**src/rtl/qosc_core.sv**
```systemverilog
// Quadrature square-wave oscillator with double-buffered quarter-period reload.
// Phase register drives (o_i,o_q) directly; updates land only on quarter boundaries.
module qosc_core #(
  parameter int WIDTH = 32
) (
  input  logic             i_clk,
  input  logic             i_rst_n,
  input  logic             i_we,
  input  logic [WIDTH-1:0] i_reload,
  output logic             o_i,
  output logic             o_q,
  output logic             o_step,
  output logic             o_cycle,
  output logic             o_running
);

  localparam logic [1:0] S0 = 2'b00;
  localparam logic [1:0] S1 = 2'b10;
  localparam logic [1:0] S2 = 2'b11;
  localparam logic [1:0] S3 = 2'b01;

  localparam logic [WIDTH-1:0] ONE  = {{(WIDTH-1){1'b0}}, 1'b1};
  localparam logic [WIDTH-1:0] ZERO = '0;

  logic [WIDTH-1:0] active;
  logic [WIDTH-1:0] pending;
  logic             pending_valid;
  logic [WIDTH-1:0] count;
  logic [1:0]       phase;
  logic [1:0]       phase_nxt;
  logic [WIDTH-1:0] next_len;
  logic             step_q;
  logic             cycle_q;
  logic             run_q;

  always_comb begin
    phase_nxt = S0;
    unique case (phase)
      S0: phase_nxt = S1;
      S1: phase_nxt = S2;
      S2: phase_nxt = S3;
      S3: phase_nxt = S0;
    endcase
  end

  // Bypass write beats the buffered value, which beats the current length.
  always_comb begin
    next_len = active;
    if (i_we)
      next_len = i_reload;
    else if (pending_valid)
      next_len = pending;
  end

  always_ff @(posedge i_clk) begin
    if (!i_rst_n) begin
      active        <= ZERO;
      pending       <= ZERO;
      pending_valid <= 1'b0;
      count         <= ZERO;
      phase         <= S0;
      step_q        <= 1'b0;
      cycle_q       <= 1'b0;
      run_q         <= 1'b0;
    end else begin
      step_q  <= 1'b0;
      cycle_q <= 1'b0;
      if (active == ZERO) begin
        if (i_we && i_reload != ZERO) begin
          active        <= i_reload;
          count         <= i_reload - ONE;
          pending_valid <= 1'b0;
          run_q         <= 1'b1;
        end
      end else if (count != ZERO) begin
        count <= count - ONE;
        if (i_we) begin
          pending       <= i_reload;
          pending_valid <= 1'b1;
        end
      end else begin
        phase         <= phase_nxt;
        step_q        <= 1'b1;
        cycle_q       <= (phase == S3);
        active        <= next_len;
        count         <= (next_len == ZERO) ? ZERO : next_len - ONE;
        pending_valid <= 1'b0;
        run_q         <= (next_len != ZERO);
      end
    end
  end

  assign o_i       = phase[1];
  assign o_q       = phase[0];
  assign o_step    = step_q;
  assign o_cycle   = cycle_q;
  assign o_running = run_q;

endmodule

```
**config.mk**
```make
export PLATFORM = sky130hd
export DESIGN_NAME = qosc_core
export DESIGN_NICKNAME = d
export VERILOG_FILES = /design/src/rtl/qosc_core.sv
export SDC_FILE = /design/constraint.sdc
export NUM_CORES = 1
export LEC_CHECK = 0
export ABC_AREA = 1
export BUFFER_PORTS_ARGS = -buffer_cell sky130_fd_sc_hd__buf_2
export CAP_MARGIN = 30
export CORE_MARGIN = 3
export CORE_UTILIZATION = 60
export DETAILED_ROUTE_END_ITERATION = 8
export PLACE_DENSITY = 0.9
export SLEW_MARGIN = 25
export SYNTH_ARGS = -nofsm -noshare
export SYNTH_HDL_FRONTEND = slang
export SYNTH_SLANG_ARGS = --single-unit
```
**constraint.sdc**
```tcl
create_clock -name i_clk -period 3.17 [get_ports i_clk]
set_clock_uncertainty 0.05 [all_clocks]
set_input_delay 0 -clock i_clk [delete_from_list [all_inputs] [get_ports i_clk]]
set_output_delay 0 -clock i_clk [all_outputs]
set_load 0.005 [all_outputs]
```
After elaboration in Yosys (flattened, before gate mapping)
Cells that the tools add are included.
{"block": "totals", "register_bits": 102, "inputBits": 35, "elab_cells": 51, "out_inout_bits": 5}
{"block": "op_classes", "n_eq_ne": 6, "bitwise_logic": 3, "n_addsub": 3, "muxes": 18, "reduce_logical": 13}
{"op": "two-way mux 32 bit", "n": 9}
{"op": "nonzero test 32 bit", "n": 3}
{"op": "subtractor 32 x 1 -> 32 bit (second input constant)", "n": 3}
{"op": "logical NOT 32 bit", "n": 2}
{"op": "two-way mux 1 bit", "n": 8}
{"op": "one-hot mux 2 bit (4 select lines)", "n": 1}
{"op": "AND reduction 2 bit", "n": 3}
{"op": "== test 2 bit (second input constant)", "n": 2}
{"op": "!= test 3 bit (second input constant)", "n": 1}
{"op": "inverter 1 bit", "n": 3}
{"op": "AND reduction 3 bit", "n": 1}
{"op": "OR reduction 3 bit", "n": 1}
{"op": "== test 2 x 1 -> 1 bit (second input constant)", "n": 1}
{"op": "logical NOT 2 bit", "n": 1}
{"op": "!= test 2 x 1 -> 1 bit (second input constant)", "n": 1}
{"op": "!= test 2 bit (second input constant)", "n": 1}
{"op": "OR reduction 2 bit", "n": 1}
{"op": "logical AND 1 bit", "n": 1}

Longest topological paths before layout
Gate-level depths: netlist of the first run.
{"block": "depth", "depth_word": 6, "mapped_depth": 19, "depth_no_buf": 17}

Worst setup path before layout of the first run
No wires, ideal clock.
{"block": "synth_timing", "path_kind": "register to register", "from": "register pending_valid", "to": "register count[6]", "slack_ns": 0.914, "setup_ns": 0.128, "t_arrival_ns": 2.077, "required_ns": 2.992, "period_less_slack_ns": 2.256, "path_buffers": 3, "path_stages_with_launch": 19, "path_cell_list": "dfxtp_1 -> buf_6 -> inv_4 -> buf_2 -> nand2_1 -> nand3_1 -> o21ai_1 -> inv_1 -> ha_1 -> inv_1 -> nor2_1 -> nand2_2 -> nor2_2 -> nand3_1 -> nand2_2 -> buf_6 -> o21ai_1 -> o21ai_1 -> a21oi_1"}
{"block": "synth_between", "elab_chain_cells": 6, "elab_cells_between_ends": 7, "cone_classes": "1 x add/sub; 5 x mux; 1 x reduce/logical"}
{"item": "start, declared", "line": "27", "text": "logic pending_valid;"}
{"item": "start signal, assigned", "line": "59", "text": "pending_valid <= 1'b0;"}
{"item": "start signal, assigned", "line": "72", "text": "pending_valid <= 1'b0;"}
{"item": "start signal, assigned", "line": "79", "text": "pending_valid <= 1'b1;"}
{"item": "two-way mux 32 bit (*)", "line": "51", "text": "else if (pending_valid)"}
{"item": "two-way mux 32 bit (*)", "line": "49", "text": "if (i_we)"}
{"item": "subtractor 32 x 1 -> 32 bit or logical NOT 32 bit (tied branches)", "line": "86", "text": "count <= (next_len == ZERO) ? ZERO : next_len - ONE;"}
{"item": "two-way mux 32 bit (*)", "line": "86"}
{"item": "two-way mux 32 bit (*)", "line": "75", "text": "end else if (count != ZERO) begin"}
{"item": "two-way mux 32 bit (*)", "line": "68", "text": "if (active == ZERO) begin"}
{"item": "end signal, assigned", "line": "71", "text": "count <= i_reload - ONE;"}
{"item": "end signal, assigned", "line": "76", "text": "count <= count - ONE;"}
{"item": "end signal, assigned", "line": "86"}
{"item": "end, declared", "line": "28", "text": "logic [WIDTH-1:0] count;"}
Every way passes the cells marked *; elsewhere a longest branch is shown, timed or not.
A chain may end at the register's enable or synchronous reset.

Worst setup path after layout of the first run
{"block": "layout_timing", "from": "register pending_valid", "to": "register count[30]"}
Same word-level chain as after synthesis.

==> impl_metrics.json, run 1 <==
{
  "status": "finished clean",
  "worstHoldPathType": "input port to flop",
  "ys.flop_type": "dfxtp_1",
  "die_area_um2": 14460,
  "drt_first_pass_iters": 6,
  "syn_area_um2": 7830,
  "core-area_um2": 12670,
  "arrival_ns": 3.10,
  "fin_nets": 1431,
  "drt_iter0_drc": 1380,
  "ff_latch_area_um2": 2042,
  "crit_path_end_kind": "flop",
  "hold_start": "i_rst_n",
  "portBuffers": 39,
  "yosysMostFrequentCell": "nand2_1",
  "root_buffer": "clkbuf_16",
  "power.total_mw": 8.780,
  "synthArstFlopShare_pct": 0,
  "grt_max_degree": 61,
  "synth_top_area_cell": "dfxtp_1",
  "antenna_found_initial": 0,
  "yosys_warnings": 0,
  "drive_gt1_share_pct": 8.166,
  "insertion_delay_ns": 0.36,
  "syn_nets": 1388,
  "grt_pass1_vias": 8996,
  "critPathKind": "flop to flop",
  "via_count": 9406,
  "hold_viol": 0,
  "fillerInstances": 1195,
  "die-height_um": 120.2,
  "min_period_ns": 2.898,
  "fmax_mhz": 345.0,
  "cts_sinks": 102,
  "slew_violations": 0,
  "ys_ff_latch": 102,
  "hpwl_um": 20420,
  "finalCritPeriodShare_pct": 91.43,
  "overflow": 0,
  "num_rows": 41,
  "cts_buffer_depth": 2,
  "h-tree-depth": 3,
  "multi_input_area_um2": 5081,
  "hold_depth": 3,
  "path_common_cell": "nand2_1",
  "cts_resized": 0,
  "r2r-start": "pending_valid",
  "netlist_top_cells_count": "nand2_1, nor2_1, nand3_1",
  "worstHoldEndpoint": "count[15]",
  "cts_setup_buffers": 0,
  "yosys-top-cells-area": "dfxtp_1, nand2_1, nand3_1",
  "r2r_cells": 16,
  "synthToLayoutAreaGrowth_pct": 12.02,
  "drv_cap": 0,
  "rsz0062_at_grt": "false",
  "cp_slowest_cell": "dfxtp_1",
  "critPathMaxStageDelay_ns": 0.55,
  "cp_data_required_time_ns": 3.37,
  "fin_setup_tns_ns": 0,
  "p_leak_nw": 3.894,
  "wire_per_inst_um": 18.14,
  "cts_made_buffers": 9,
  "synth_top_area_share_pct": 26.08,
  "power.density_nw_per_um2": 1001,
  "cp_num_buf_inv": 4,
  "synth_seq_area_share_pct": 26.08,
  "totalWireLength_um": 28450,
  "finalSetupViolCount": 0,
  "synth_edf_count": 0,
  "n_antenna_cell": 0,
  "r2r_slack_ns": 0.27,
  "via_per_inst": 5.999,
  "track_usage_pct": 40.22,
  "die_x_um": 120.2,
  "synth.avg_cell_area_um2": 5.804,
  "tightest_slew_ns": 0.7641,
  "drc_errors": 0,
  "path_delay_family": "simple AND/OR/NAND/NOR gates",
  "crit_fanout": 25,
  "yosysUniqueCellTypes": 41,
  "rr_endpoint": "count[30]",
  "grt_first_pass_wirelength_um": 45920,
  "synthCells": 1349,
  "path_clk_slew_ns": 0.07,
  "peakVddDrop_uv": 790.1,
  "gp_congestion": 1.021,
  "pin_count": 40,
  "postRouteAntennaNets": 0,
  "cp-start-kind": "flop",
  "start_util_pct": 61.80,
  "relSlewSlack_pct": 48.99,
  "cts_tree": "done",
  "crit_chain": "inv_4 -> buf_4 -> nand2_1 -> nand3_1 -> nand2_1 -> nand2_1 -> nor2_1 -> nand2_1 -> inv_2 -> nand3_1 -> nand2_2 -> inv_2 -> nand2_1 -> nand2_1 -> a21oi_1 -> nor2_1"
}
[registers in the layout, summed over array words and instances (netlist names)]
| name | flops |
|---|---|
| o_step | 1 |
| count | 32 |
| phase | 2 |
| active | 32 |
| o_cycle | 1 |
| o_running | 1 |
| pending | 32 |
| pending_valid | 1 |
[kinds of logic after synthesis]
group	synth area share, %
fa+ha+maj	0.6392
xor+xnor	4.698
buf+inv	9.220
compound gates	15.77
simple gates	43.59
flops	26.08
[cell type report]
class                           instances  area share, %
Clock buffer                           10          2.611
Clock inverter                          5         0.9558
Inverter                              111          4.779
Multi-Input combinational cell       1077          57.93
Sequential cell                       102          23.28
Tap cell                              172          2.454
Timing Repair Buffer                   91          7.989
[placed cells by master, fill, tap and decap left out, drive strengths merged]
cell / Yosys / layout
nand2: 407 / 407
nor2: 178 / 178
nand3: 145 / 145
o21ai: 117 / 117
inv: 110 / 111
dfxtp: 102 / 102
a21oi: 82 / 82
buf: 27 / 58
dlygate4sd3: 0 / 33
xor2: 31 / 31
a31oi: 24 / 24
nor3: 23 / 23
nand4: 17 / 17
xnor2: 11 / 11
clkbuf: 32 / 10
or2: 8 / 8
nor4: 7 / 7
a211oi: 5 / 5
nand3b: 5 / 5
and2: 4 / 4
o211ai: 4 / 4
ha: 4 / 4
clkinvlp: 0 / 2
bufinv: 0 / 2
clkinv: 1 / 1
nor3b: 1 / 1
and3: 1 / 1
a21o: 1 / 1
a21boi: 1 / 1
o22ai: 1 / 1
[per-layer routing]
metal / vias up / track usage [%] / part of all wire (%)
met5: - / 0 / 0
met4: 0 / 19.41 / 4.9
met3: 106 / 8.606 / 9.2
met2: 567 / 66.46 / 46
met1: 4228 / 50.00 / 40
li1: 4505 / - / -
[how the worst max path moves through the flow]
stage                       start        end  slack (ns)  depth (start not counted)
floorplan           pending_valid   count[6]        0.91                         18
global placement    pending_valid   count[0]        0.51                         16
detailed placement  pending_valid  count[30]        0.45                         16
CTS                 pending_valid  count[30]        0.43                         16
global route        pending_valid  count[30]        0.02                         16
finish              pending_valid  count[30]        0.27                         16
[worst reg2reg max path, stage by stage, from the launching register on]
cell,delay [ns]
dfxtp_1,0.55
inv_4,0.10
buf_4,0.25
nand2_1,0.11
nand3_1,0.06
nand2_1,0.26
nand2_1,0.14
nor2_1,0.21
nand2_1,0.17
inv_2,0.09
nand3_1,0.10
nand2_2,0.24
inv_2,0.15
nand2_1,0.08
nand2_1,0.04
a21oi_1,0.11
nor2_1,0.05
[metrics by stage]
stage	setup WS [ns]	instance area [um2]	hold WS [ns]	utilization (%)	cells
2_1_floorplan	0.9143	7830	0.1101	-	1349
3_3_place_gp	0.5131	8113	0.2520	64.03	1519
3_5_place_dp	0.4530	8113	0.2585	64.03	1519
4_1_cts	0.4255	8756	0.2247	69.10	1567
5_1_grt	0.02063	8771	0.1535	69.22	1568
6_report	0.2716	8771	0.1227	69.22	1568
[report_power, final]
part,internal (mW),switching [mW],total (mW)
registers,1.70,0.370,2.07
clock network,0.692,0.530,1.22
logic,1.73,3.75,5.49
total,4.13,4.65,8.78
[repair_timing]
action,in CTS,in global routing
hold buffers,33,0
setup endpoints to repair,0,0
hold endpoints to repair,56,0
No activity file was read; power rests on OpenSTA's default activity.
==> inputs of run 2 (changes only) <==
CORE_UTILIZATION = 36   (was 60)
PLACE_DENSITY = 0.64   (was 0.9)
SKIP_LAST_GASP = 1   (was not set)
==> impl_metrics.json, run 2 (synthesis results as in run 1) <==
{
  "cp-start-kind": "flop",
  "rr_endpoint": "count[11]",
  "path_clk_slew_ns": 0.08,
  "via_count": 9078,
  "grt_pass1_vias": 8433,
  "rsz0062_at_grt": "false",
  "die_area_um2": 23560,
  "synthToLayoutAreaGrowth_pct": 13.37,
  "cts_resized": 0,
  "cts_hold_buf": 32,
  "finalSetupViolCount": 0,
  "insertion_delay_ns": 0.37,
  "cts_setup_buffers": 0,
  "track_usage_pct": 24.88,
  "tightest_slew_ns": 0.7234,
  "critPathKind": "flop to flop",
  "cts_buffer_depth": 2,
  "drv_cap": 0,
  "fillerInstances": 2408,
  "final_core_util_pct": 41.83,
  "cts_made_buffers": 9,
  "drt_iter0_drc": 882,
  "finalCritPeriodShare_pct": 89.74,
  "via_per_inst": 5.426,
  "postRouteAntennaNets": 0,
  "p_leak_nw": 3.884,
  "power.total_mw": 8.702,
  "relSlewSlack_pct": 51.70,
  "totalWireLength_um": 29570,
  "final_cell_mix": "nand2_1, nor2_1, nand3_1",
  "multi_input_area_um2": 5081,
  "wire_per_inst_um": 17.67,
  "cp_slowest_cell": "nor4_1",
  "r2r_cells": 11,
  "peakVddDrop_uv": 375.1,
  "slew_violations": 0,
  "drive_gt1_share_pct": 8.441,
  "arrival_ns": 3.11,
  "drc_errors": 0,
  "antenna_found_initial": 0,
  "crit_chain": "nor4_1 -> nand3_1 -> nor2_4 -> buf_12 -> nand2_2 -> buf_4 -> inv_1 -> o211ai_1 -> nand3_1 -> nand2_1 -> inv_1",
  "n_antenna_cell": 0,
  "r2r_slack_ns": 0.33,
  "fin_nets": 1432,
  "root_buffer": "clkbuf_16",
  "start_util_pct": 36.90,
  "crit_path_end_kind": "flop",
  "cts_sinks": 102,
  "die-height_um": 153.5,
  "r2r-start": "active[23]",
  "h-tree-depth": 3,
  "core-area_um2": 21220,
  "portBuffers": 39,
  "overflow": 0,
  "cts_tree": "done",
  "endpoint": "count[11]",
  "grt_max_degree": 60,
  "ff_latch_area_um2": 2042,
  "critPathMaxStageDelay_ns": 0.45,
  "critPathLaunch": "active[23]",
  "min_period_ns": 2.845,
  "gp_congestion": 0.9557,
  "cp_data_required_time_ns": 3.43,
  "die_x_um": 153.5,
  "crit_fanout": 59,
  "fin_setup_tns_ns": 0,
  "final_common_cell": "nand2_1",
  "pin_count": 40,
  "power.density_nw_per_um2": 980.2,
  "fmax_mhz": 351.5,
  "hold_viol": 0,
  "drt_first_pass_iters": 5,
  "hpwl_um": 22340,
  "largestRegisters": "active x32, count x32, pending x32",
  "grt_first_pass_wirelength_um": 46820,
  "worstHoldPathType": "input port to flop",
  "status": "finished clean",
  "num_rows": 53
}
run 2: power breakdown:
group          switching, mW  internal, mW
Combinational           3.76          1.75
Clock                  0.579         0.569
Sequential             0.340          1.70
Total                   4.68          4.02
run 2: stage by stage:
stage               hold WS, ns  cell area [um2]  cells  worst slack, ns
floorplan                0.1101             7830   1349           0.9143
global placement         0.2590             8264   1625           0.4369
detailed placement       0.2637             8264   1625           0.4423
CTS                     0.07484             8877   1673           0.4024
global route             0.1266             8877   1673          0.04859
finish                  0.08853             8877   1673           0.3252
run 2: per-layer routing:
layer | GRT usage, % | part of all wire [%] | vias to the layer above
met5 | 0 | 0 | -
met4 | 9.630 | 3.7 | 0
met3 | 3.369 | 6.1 | 66
met2 | 39.29 | 44 | 343
met1 | 34.46 | 46 | 4175
li1 | - | - | 4494
run 2: final cells by class:
type | instances | share of cell area (%)
Multi-Input combinational cell | 1077 | 57.24
Tap cell | 275 | 3.876
Clock inverter | 6 | 0.6061
Inverter | 111 | 4.722
Clock buffer | 10 | 2.692
Timing Repair Buffer | 92 | 7.865
Sequential cell | 102 | 23.00
run 2: worst min-delay path by stage:
stage	startpoint	endpoint	cells after the start
floorplan	i_reload[7]	active[7]	2
global placement	i_reload[0]	pending[0]	3
detailed placement	i_reload[0]	pending[0]	3
CTS	i_rst_n	active[8]	3
global route	i_rst_n	active[5]	3
finish	i_rst_n	active[8]	3
run 2: critical path: cells and delay by family (launching register included):
family / cells / cell delay [ns]
and+or+nand+nor: 6 / 1.22
buffers and inverters: 4 / 1.00
DFF: 1 / 0.33
AOI/OAI and AO/OA: 1 / 0.13
